### config.mk
export PLATFORM = sky130hd
export DESIGN_NAME = traffic_light_monitor
export DESIGN_NICKNAME = d
export VERILOG_FILES = /design/src/rtl/traffic_light_monitor.sv
export SDC_FILE = /design/constraint.sdc
export NUM_CORES = 1
export LEC_CHECK = 0
export CAP_MARGIN = 20
export CORE_MARGIN = 4
export CORE_UTILIZATION = 45
export DETAILED_ROUTE_END_ITERATION = 10
export GPL_ROUTABILITY_DRIVEN = 0
export PLACE_DENSITY = 0.68
export SLEW_MARGIN = 20
export SYNTH_ARGS = -nofsm -noshare
export SYNTH_HDL_FRONTEND = slang
export SYNTH_SLANG_ARGS = --single-unit
### constraint.sdc
create_clock -name clk -period 9.11 [get_ports clk]
set_input_delay 1.822 -clock clk [delete_from_list [all_inputs] [get_ports clk]]
set_output_delay 1.822 -clock clk [all_outputs]
set_load 0.05 [all_outputs]
### src/rtl/traffic_light_monitor.sv
// rtl/traffic_light_monitor.sv - passive checker for the four-way traffic light bus
// Samples S/W/N/E codes, flags encoding, conflict, transition and dwell errors, counts green phases.
module traffic_light_monitor #(
  parameter int YELLOW_MIN = 3,
  parameter int YELLOW_MAX = 6,
  parameter int GREEN_MAX  = 20,
  parameter int CNT_W      = 8
) (
  input  logic        clk,
  input  logic        rst_n,
  input  logic [1:0]  S_light,
  input  logic [1:0]  W_light,
  input  logic [1:0]  N_light,
  input  logic [1:0]  E_light,
  input  logic        clr_err,
  output logic        err_pulse,
  output logic [4:0]  err_flags,
  output logic [1:0]  err_dir,
  output logic [15:0] phase_cnt
);

  localparam logic [1:0] RED = 2'b00;
  localparam logic [1:0] YEL = 2'b01;
  localparam logic [1:0] GRN = 2'b10;
  localparam logic [1:0] INV = 2'b11;

  logic [3:0][1:0]       light_in;
  logic [3:0][1:0]       cur_q, prev_q;
  logic [3:0][CNT_W-1:0] cnt_q, cnt_d;
  logic                  cur_valid_q, prev_valid_q;

  logic                  err_pulse_q;
  logic [4:0]            err_flags_q, err_flags_d;
  logic [1:0]            err_dir_q, err_dir_d;
  logic [15:0]           phase_cnt_q, phase_cnt_d;

  logic [3:0]            f_inv, f_trans, f_ydw, f_gdw, non_red, fail_dir;
  logic                  conflict, any_fail;
  logic [4:0]            fail_vec;
  logic [2:0]            phase_inc;
  logic [16:0]           phase_sum;

  assign light_in = {E_light, N_light, W_light, S_light};

  // prev_valid_q only rises once prev_q holds a real sample, not the reset red
  always_ff @(posedge clk or negedge rst_n) begin
    if (!rst_n) begin
      cur_q        <= {4{RED}};
      prev_q       <= {4{RED}};
      cnt_q        <= '0;
      cur_valid_q  <= 1'b0;
      prev_valid_q <= 1'b0;
    end else begin
      cur_q        <= light_in;
      prev_q       <= cur_q;
      cnt_q        <= cnt_d;
      cur_valid_q  <= 1'b1;
      prev_valid_q <= cur_valid_q;
    end
  end

  // cnt_d is the dwell of the run ending in cur_q; cnt_q is the dwell of prev_q's run
  always_comb begin
    cnt_d = cnt_q;
    for (int d = 0; d < 4; d++) begin
      if (cur_q[d] != prev_q[d])
        cnt_d[d] = CNT_W'(1);
      else if (&cnt_q[d])
        cnt_d[d] = cnt_q[d];
      else
        cnt_d[d] = cnt_q[d] + CNT_W'(1);
    end
  end

  always_comb begin
    f_inv     = '0;
    f_trans   = '0;
    f_ydw     = '0;
    f_gdw     = '0;
    non_red   = '0;
    phase_inc = '0;
    for (int d = 0; d < 4; d++) begin
      non_red[d] = (cur_q[d] != RED);
      f_inv[d]   = (cur_q[d] == INV);
      if (prev_valid_q) begin
        f_trans[d] = (prev_q[d] == GRN && cur_q[d] == RED) ||
                     (prev_q[d] == RED && cur_q[d] == YEL) ||
                     (prev_q[d] == YEL && cur_q[d] == GRN);
        f_ydw[d]   = (prev_q[d] == YEL) && (cur_q[d] == RED) &&
                     ((cnt_q[d] < CNT_W'(YELLOW_MIN)) || (cnt_q[d] > CNT_W'(YELLOW_MAX)));
        f_gdw[d]   = (prev_q[d] == GRN) && (cur_q[d] == GRN) &&
                     (cnt_d[d] == CNT_W'(GREEN_MAX + 1));
        if (prev_q[d] == RED && cur_q[d] == GRN)
          phase_inc = phase_inc + 3'd1;
      end
    end
  end

  assign conflict = ($countones(non_red) > 1);
  assign fail_dir = f_inv | f_trans | f_ydw | f_gdw;
  assign fail_vec = {|f_gdw, |f_ydw, |f_trans, conflict, |f_inv};
  assign any_fail = |fail_vec;

  // a conflict with no per-direction failure names the highest non-red direction
  always_comb begin
    err_dir_d = err_dir_q;
    if (|fail_dir) begin
      for (int d = 3; d >= 0; d--)
        if (fail_dir[d]) err_dir_d = 2'(d);
    end else if (conflict) begin
      for (int d = 0; d < 4; d++)
        if (non_red[d]) err_dir_d = 2'(d);
    end
  end

  always_comb begin
    err_flags_d = (clr_err ? 5'b0 : err_flags_q) | fail_vec;
    phase_sum   = {1'b0, phase_cnt_q} + 17'(phase_inc);
    if (clr_err)
      phase_cnt_d = '0;
    else if (phase_sum[16])
      phase_cnt_d = 16'hFFFF;
    else
      phase_cnt_d = phase_sum[15:0];
  end

  always_ff @(posedge clk or negedge rst_n) begin
    if (!rst_n) begin
      err_pulse_q <= 1'b0;
      err_flags_q <= '0;
      err_dir_q   <= '0;
      phase_cnt_q <= '0;
    end else begin
      err_pulse_q <= any_fail;
      err_flags_q <= err_flags_d;
      err_dir_q   <= err_dir_d;
      phase_cnt_q <= phase_cnt_d;
    end
  end

  assign err_pulse = err_pulse_q;
  assign err_flags = err_flags_q;
  assign err_dir   = err_dir_q;
  assign phase_cnt = phase_cnt_q;

endmodule

==> results of run 1 <==
## synthesized netlist by cell type (4+ instances only)
| cell type | instances |
|---|---|
| sky130_fd_sc_hd__a211oi_1 | 5 |
| sky130_fd_sc_hd__a21o_1 | 5 |
| sky130_fd_sc_hd__a21oi_1 | 31 |
| sky130_fd_sc_hd__a31oi_1 | 10 |
| sky130_fd_sc_hd__and2_1 | 8 |
| sky130_fd_sc_hd__and3_1 | 16 |
| sky130_fd_sc_hd__and4_1 | 7 |
| sky130_fd_sc_hd__buf_2 | 5 |
| sky130_fd_sc_hd__clkbuf_1 | 16 |
| sky130_fd_sc_hd__dfrtp_1 | 74 |
| sky130_fd_sc_hd__ha_1 | 15 |
| sky130_fd_sc_hd__inv_1 | 20 |
| sky130_fd_sc_hd__mux2i_1 | 5 |
| sky130_fd_sc_hd__nand2_1 | 46 |
| sky130_fd_sc_hd__nand2b_1 | 4 |
| sky130_fd_sc_hd__nand3_1 | 26 |
| sky130_fd_sc_hd__nand3b_1 | 5 |
| sky130_fd_sc_hd__nand4_1 | 10 |
| sky130_fd_sc_hd__nand4b_1 | 6 |
| sky130_fd_sc_hd__nor2_1 | 36 |
| sky130_fd_sc_hd__nor2b_1 | 5 |
| sky130_fd_sc_hd__nor3_1 | 21 |
| sky130_fd_sc_hd__nor3b_1 | 7 |
| sky130_fd_sc_hd__nor4_1 | 6 |
| sky130_fd_sc_hd__o21ai_0 | 13 |
| sky130_fd_sc_hd__or2_2 | 7 |
| sky130_fd_sc_hd__or3_1 | 4 |
| sky130_fd_sc_hd__xnor2_1 | 19 |
| sky130_fd_sc_hd__xor2_1 | 14 |
## cell type report
cell class | count | area (µm²)
clock inverters | 6 | 90.1
inverters | 20 | 75.1
fillers | 938 | 4620
flip-flops and latches | 74 | 1850
well taps | 133 | 166
clock buffers | 10 | 128
repair buffers | 34 | 338
multi-input cells | 378 | 2460
## power breakdown
part | internal [W] | switching, W
clock | 0.000155 | 0.000129
sequential | 0.000341 | 0.0000191
combinational | 0.0000390 | 0.0000603
total | 0.000536 | 0.000208
## worst max-delay path, cell delays in order, from the launching register on
cell and delay [ns]:
sky130_fd_sc_hd__dfrtp_1 0.70, sky130_fd_sc_hd__nand2_1 0.09, sky130_fd_sc_hd__nor4_1 0.19, sky130_fd_sc_hd__ha_1 0.29, sky130_fd_sc_hd__and2_1 0.17, sky130_fd_sc_hd__ha_1 0.26
sky130_fd_sc_hd__mux2i_1 0.20, sky130_fd_sc_hd__nor2b_1 0.08, sky130_fd_sc_hd__ha_1 0.28, sky130_fd_sc_hd__o211a_1 0.17, sky130_fd_sc_hd__inv_1 0.06, sky130_fd_sc_hd__fa_1 0.41
sky130_fd_sc_hd__nor2b_1 0.16, sky130_fd_sc_hd__o21ai_0 0.13, sky130_fd_sc_hd__or2_2 0.32, sky130_fd_sc_hd__nor2_1 0.25, sky130_fd_sc_hd__nand3_1 0.44, sky130_fd_sc_hd__a21oi_1 0.28
## layer usage
layer	vias up	share of wire [%]	global-route usage, %	wire length [µm]
met3	10	3.9	4.20	381
met5	-	0	0	0
met4	0	1.0	5.41	101
met1	1788	49	24.5	4820
li1	1833	-	-	-
met2	72	46	29.0	4580
## flip-flops by register name, indices dropped and copies added (netlist names)
register,count
cur_valid_q,1
phase_cnt,16
err_pulse,1
err_dir,2
prev_valid_q,1
cnt_q,32
err_flags,5
prev_q,8
cur_q,8
## through the flow
stage               hold WS [ns]  cell area (µm²)  total power, W  instances
finish                     0.354             5110        0.000744        655
global route               0.361             5110        0.000785        655
CTS                        0.353             5110        0.000755        655
detailed placement         0.340             4890        0.000467        639
global placement           0.336             4890        0.000464        639
floorplan                  0.331             4490        0.000431        495
## kinds of logic (layout without fill, tap and decap cells)
| kind of cell | count (synthesis) | after routing | synth area share, % |
|---|---|---|---|
| flops | 74 | 74 | 41.3 |
| xor+xnor | 33 | 33 | 6.44 |
| fa+ha+maj | 17 | 17 | 5.08 |
| other cells | 1 | 1 | 0.0836 |
| compound gates | 92 | 92 | 13.4 |
| mux | 6 | 6 | 1.37 |
| simple gates | 229 | 229 | 28.4 |
| buf+inv | 43 | 70 | 3.93 |
## worst min path at each step
stage	slack [ns]	startpoint	to
finish	0.35	cur_valid_q	prev_valid_q
CTS	0.35	cur_valid_q	prev_valid_q
global placement	0.34	cur_valid_q	prev_valid_q
global route	0.36	cur_valid_q	prev_valid_q
floorplan	0.33	cur_valid_q	prev_valid_q
detailed placement	0.34	cur_valid_q	prev_valid_q
==> flow_metrics.env, run 1 <==
export IMPL_pre_cts_slack_ns=4.52
export IMPL_synth_enable_flop_cells=0
export IMPL_antenna_found_initial=0
export IMPL_syn_mean_instance_area_um2=9.06
export IMPL_area_share_of_the_largest_cell_type_after_synthesis_pct=41.3
export IMPL_worst_r2r_start="prev_valid_q"
export IMPL_design_die_area_mm2=0.0116
export IMPL_grt_overflow_total=0
export IMPL_max_freq_ghz=0.218
export IMPL_timing_critical_path_from="prev_valid_q"
export IMPL_grt_pass1_vias=3539
export IMPL_ys_async_sr_fraction_pct=100
export IMPL_drive_above_1_share_pct=6.70
export IMPL_hold_path_class="register to register"
export IMPL_detail_route_antenna_nets=0
export IMPL_timing_critical_path_from_type="register"
export IMPL_drt_wirelength_per_cell_um=15.1
export IMPL_first_iter_violations=155
export IMPL_clkSlewWorstSetupHoldPaths_ns=0.08
export IMPL_cts_htree_levels=3
export IMPL_vdd_drop_max_mv=0.0775
export IMPL_max_slew_margin_pct=38.3
export IMPL_crit_path_end="phase_cnt[1]"
export IMPL_yosysUniqueCellTypes=68
export IMPL_post_cts_hold_buffer_count=0
export IMPL_fin_util_pct=52.5
export IMPL_maxcap_viol_count=0
export IMPL_finalCritPeriodShare_pct=50.2
export IMPL_postSynthNetCount=523
export IMPL_timing_reg2reg_worst_path_depth=17
export IMPL_grt_start_max_net_pins=75
export IMPL_final_setup_worst_slack_ns=4.53
export IMPL_r2r_setup_slack_ns=4.53
export IMPL_most_common_layout_cells="sky130_fd_sc_hd__dfrtp_1 (74), sky130_fd_sc_hd__nand2_1 (46), sky130_fd_sc_hd__nor2_1 (36), sky130_fd_sc_hd__clkdlybuf4s50_1 (33), sky130_fd_sc_hd__a21oi_1 (31)"
export IMPL_cp_data_required_time_ns=9.37
export IMPL_critPathArrivalTime_ns=4.83
export IMPL_post_synth_top_area_cell="sky130_fd_sc_hd__dfrtp_1"
export IMPL_synth_cell_area_mm2=0.00449
export IMPL_floorplan_core_area_mm2=0.00973
export IMPL_power_per_cell_area_mw_per_mm2=146
export IMPL_worst_slew_pin_slew_ns=0.926
export IMPL_layout_nets=545
export IMPL_timing_critical_path_to_type="register"
export IMPL_dp_hpwl_um=7090
export IMPL_area_growth_synth_to_final_pct=13.8
export IMPL_yosysSeqAreaShare_pct=41.3
export IMPL_drc_errors=0
export IMPL_cts_made_buffers=9
export IMPL_synth_area_top_cells="sky130_fd_sc_hd__dfrtp_1 (41%), sky130_fd_sc_hd__ha_1 (4.2%), sky130_fd_sc_hd__nand2_1 (3.8%)"
export IMPL_leakage_dissipation_nw=2.14
export IMPL_run_status="finished, final reports clean"
export IMPL_buffer_ports_inserted=34
export IMPL_num_antenna_cells=0
export IMPL_timing_max_transition_violations_final=0
export IMPL_chipWidth_um=108
export IMPL_dr_pass1_iters=4
export IMPL_num_rows=36
export IMPL_grt_setup_unrepaired="false"
export IMPL_clkLatencyLatePin_ns=0.35
export IMPL_die_y_um=108
export IMPL_post_route_min_period_ns=4.58
export IMPL_fin_worst_skew_ns=0.0130
export IMPL_cts_resized=0
export IMPL_setup_violations_final=0
export IMPL_synth_top_flop_cell="sky130_fd_sc_hd__dfrtp_1"
export IMPL_clock_tree_root_cell="sky130_fd_sc_hd__clkbuf_8"
export IMPL_clock_tree_from_tritoncts="built"
export IMPL_post_drt_via_cell_ratio=5.65
export IMPL_hold_path_cell_count=0
export IMPL_clock_sink_count=74
export IMPL_grt_pass1_wl_um=16900
export IMPL_post_cts_setup_buffer_count=0
export IMPL_boundaryPins=35
export IMPL_yosys_warnings=0
export IMPL_report_final_hold_viol_count=0
export IMPL_worstReg2RegEnd="phase_cnt[1]"
export IMPL_synthesis_instances=495
export IMPL_mostFrequentLayoutCell="sky130_fd_sc_hd__dfrtp_1"
export IMPL_maximum_clock_path_buffer_count=2
export IMPL_grtUsageTotal_pct=18.1
export IMPL_path_max_fanout=20
export IMPL_start_util_pct=46.1
export IMPL_final_setup_tns_ns=0
export IMPL_synth_seq_cells=74
export IMPL_wire_length_after_detailed_routing_um=9890
export IMPL_count_of_vias_placed_by_the_detailed_router=3703
export IMPL_timing_worst_setup_path_type="register to register"
No activity file was read; power rests on OpenSTA's default activity.
==> inputs of run 2 (changes only) <==
PLACE_DENSITY = 0.71   (was 0.68)
clock period = 4.2 ns   (was 9.11 ns; I/O delays follow)
==> flow_metrics.env, run 2 (synthesis gave the netlist of run 1 again) <==
export IMPL_num_antenna_cells=0
export IMPL_chipWidth_um=108
export IMPL_post_drt_via_cell_ratio=5.60
export IMPL_grt_start_max_net_pins=75
export IMPL_clkLatencyLatePin_ns=0.35
export IMPL_timing_critical_path_max_delay_family="simple AND/OR/NAND/NOR gates"
export IMPL_grt_pass1_wl_um=17000
export IMPL_cts_htree_levels=3
export IMPL_start_util_pct=46.1
export IMPL_internal_power_w=0.00121
export IMPL_clock_tree_from_tritoncts="built"
export IMPL_most_frequent_cell_on_critical_path="sky130_fd_sc_hd__ha_1"
export IMPL_max_slew_margin_pct=38.1
export IMPL_top_register="cnt_q"
export IMPL_post_cts_hold_buffer_count=0
export IMPL_filler_cell_count=925
export IMPL_finalCritPeriodShare_pct=93.7
export IMPL_area_growth_synth_to_final_pct=16.2
export IMPL_drt_wirelength_per_cell_um=14.9
export IMPL_max_freq_ghz=0.254
export IMPL_path_max_fanout=5
export IMPL_final_setup_tns_ns=0
export IMPL_leakage_dissipation_nw=2.19
export IMPL_dr_pass1_iters=4
export IMPL_clock_sink_count=74
export IMPL_timing_critical_path_from_type="register"
export IMPL_boundaryPins=35
export IMPL_grtUsageTotal_pct=18.1
export IMPL_design_die_area_mm2=0.0116
export IMPL_post_cts_setup_buffer_count=0
export IMPL_drive_above_1_share_pct=9.62
export IMPL_detail_route_antenna_nets=0
export IMPL_cts_made_buffers=9
export IMPL_dp_hpwl_um=7120
export IMPL_critical_path_slowest_cell="sky130_fd_sc_hd__dfrtp_2"
export IMPL_post_route_min_period_ns=3.94
export IMPL_grt_pass1_vias=3712
export IMPL_num_rows=36
export IMPL_wire_length_after_detailed_routing_um=9850
export IMPL_die_y_um=108
export IMPL_layout_nets=553
export IMPL_timing_max_transition_violations_final=0
export IMPL_grt_overflow_total=0
export IMPL_report_final_hold_viol_count=0
export IMPL_total_power_w=0.00166
export IMPL_clkSlewWorstSetupHoldPaths_ns=0.08
export IMPL_count_of_vias_placed_by_the_detailed_router=3710
export IMPL_clock_tree_root_cell="sky130_fd_sc_hd__clkbuf_8"
export IMPL_power_combinational_fraction_pct=13.5
export IMPL_grt_setup_unrepaired="false"
export IMPL_largest_reg_flops=32
export IMPL_buffer_ports_inserted=34
export IMPL_antenna_found_initial=0
export IMPL_run_status="finished, final reports clean"
export IMPL_fin_worst_skew_ns=0.0129
export IMPL_mostFrequentLayoutCell="sky130_fd_sc_hd__dfrtp_1"
export IMPL_setup_violations_final=0
export IMPL_power_per_cell_area_mw_per_mm2=318
export IMPL_hold_path_class="register to register"
export IMPL_worst_slew_pin_slew_ns=0.929
export IMPL_netSwitchingPower_w=0.000444
export IMPL_first_iter_violations=239
export IMPL_critPathArrivalTime_ns=4.18
export IMPL_critPathMaxStageDelay_ns=0.44
export IMPL_maximum_clock_path_buffer_count=2
export IMPL_critPathBufInv=2
export IMPL_vdd_drop_max_mv=0.196
export IMPL_timing_critical_path_cells="nor4b_2, ha_1, and2_1, ha_1, mux2i_1, nor2b_1, ha_1, o211a_1, inv_1, fa_1, nor2b_1, o21ai_1, or2_2, nor2_2, buf_4, nand3_1, nor3b_2, nor3_1"
export IMPL_maxcap_viol_count=0
export IMPL_most_common_layout_cells="sky130_fd_sc_hd__dfrtp_1 (72), sky130_fd_sc_hd__nand2_1 (46), sky130_fd_sc_hd__nor2_1 (35), sky130_fd_sc_hd__clkdlybuf4s50_1 (33), sky130_fd_sc_hd__a21oi_1 (31)"
export IMPL_fin_util_pct=53.6
export IMPL_floorplan_core_area_mm2=0.00973
export IMPL_switching_share_pct=26.8
export IMPL_timing_worst_setup_path_type="register to register"
export IMPL_drc_errors=0
export IMPL_power_share_sequential_pct=47.0
export IMPL_cp_data_required_time_ns=4.44
export IMPL_share_clk_of_total_power_pct=39.5
export IMPL_timing_critical_path_to_type="register"
-- run 2: layout make-up --
type	instances	area, µm²	share of cell area (%)
clock buffer	12	165	3.17
clock inverter	4	72.6	1.39
inverter	20	75.1	1.44
multi-input combinational	378	2480	47.6
sequential	74	1850	35.6
tap	133	166	3.19
timing repair buffer	42	398	7.63
-- run 2: power groups by stage --
stage                     logic (W)  registers [W]  clock network [W]
final                      0.000224       0.000778           0.000654
after global routing       0.000250       0.000784           0.000703
after CTS                  0.000225       0.000777           0.000672
after detailed placement   0.000224       0.000791                  0
after global placement     0.000220       0.000789                  0
after floorplan            0.000126       0.000810                  0
-- run 2: path summary, 6_finish.rpt --
check                      cells after the start  slack (ns)        start            end
hold / removal                                 0        0.34  cur_valid_q   prev_valid_q
setup / recovery                              18        0.26    prev_q[2]  phase_cnt[14]
min in group asynchronous                      1        0.63        rst_n      cnt_q[27]
setup reg to reg                              18        0.26    prev_q[2]  phase_cnt[14]
hold reg to reg                                0        0.34  cur_valid_q   prev_valid_q
max in group asynchronous                      1        2.93        rst_n      prev_q[0]
-- run 2: stage by stage --
| step | instances | worst slack [ns] | instance area (µm²) | hold slack [ns] |
|---|---|---|---|---|
| floorplan | 495 | 0.205 | 4490 | 0.331 |
| global placement | 647 | 0.271 | 4950 | 0.340 |
| detailed placement | 647 | 0.122 | 4950 | 0.337 |
| CTS | 663 | 0.0930 | 5190 | 0.350 |
| global route | 663 | 0.0118 | 5220 | 0.347 |
| finish | 663 | 0.264 | 5220 | 0.344 |
-- run 2: what timing repair did --
item                                    in CTS  in global routing
endpoints found under the setup margin       0                 14
endpoints found under the hold margin        0                  0
gates resized for setup                      0                  8
-- run 2: metal layers --
| layer | part of all wire, % | up-vias | routed length (µm) | global-route usage (%) |
|---|---|---|---|---|
| met2 | 47 | 75 | 4600 | 29.6 |
| met3 | 4.7 | 10 | 466 | 4.44 |
| li1 | - | 1841 | - | - |
| met1 | 47 | 1784 | 4660 | 23.6 |
| met4 | 1.2 | 0 | 123 | 5.50 |
| met5 | 0 | - | 0 | 0 |
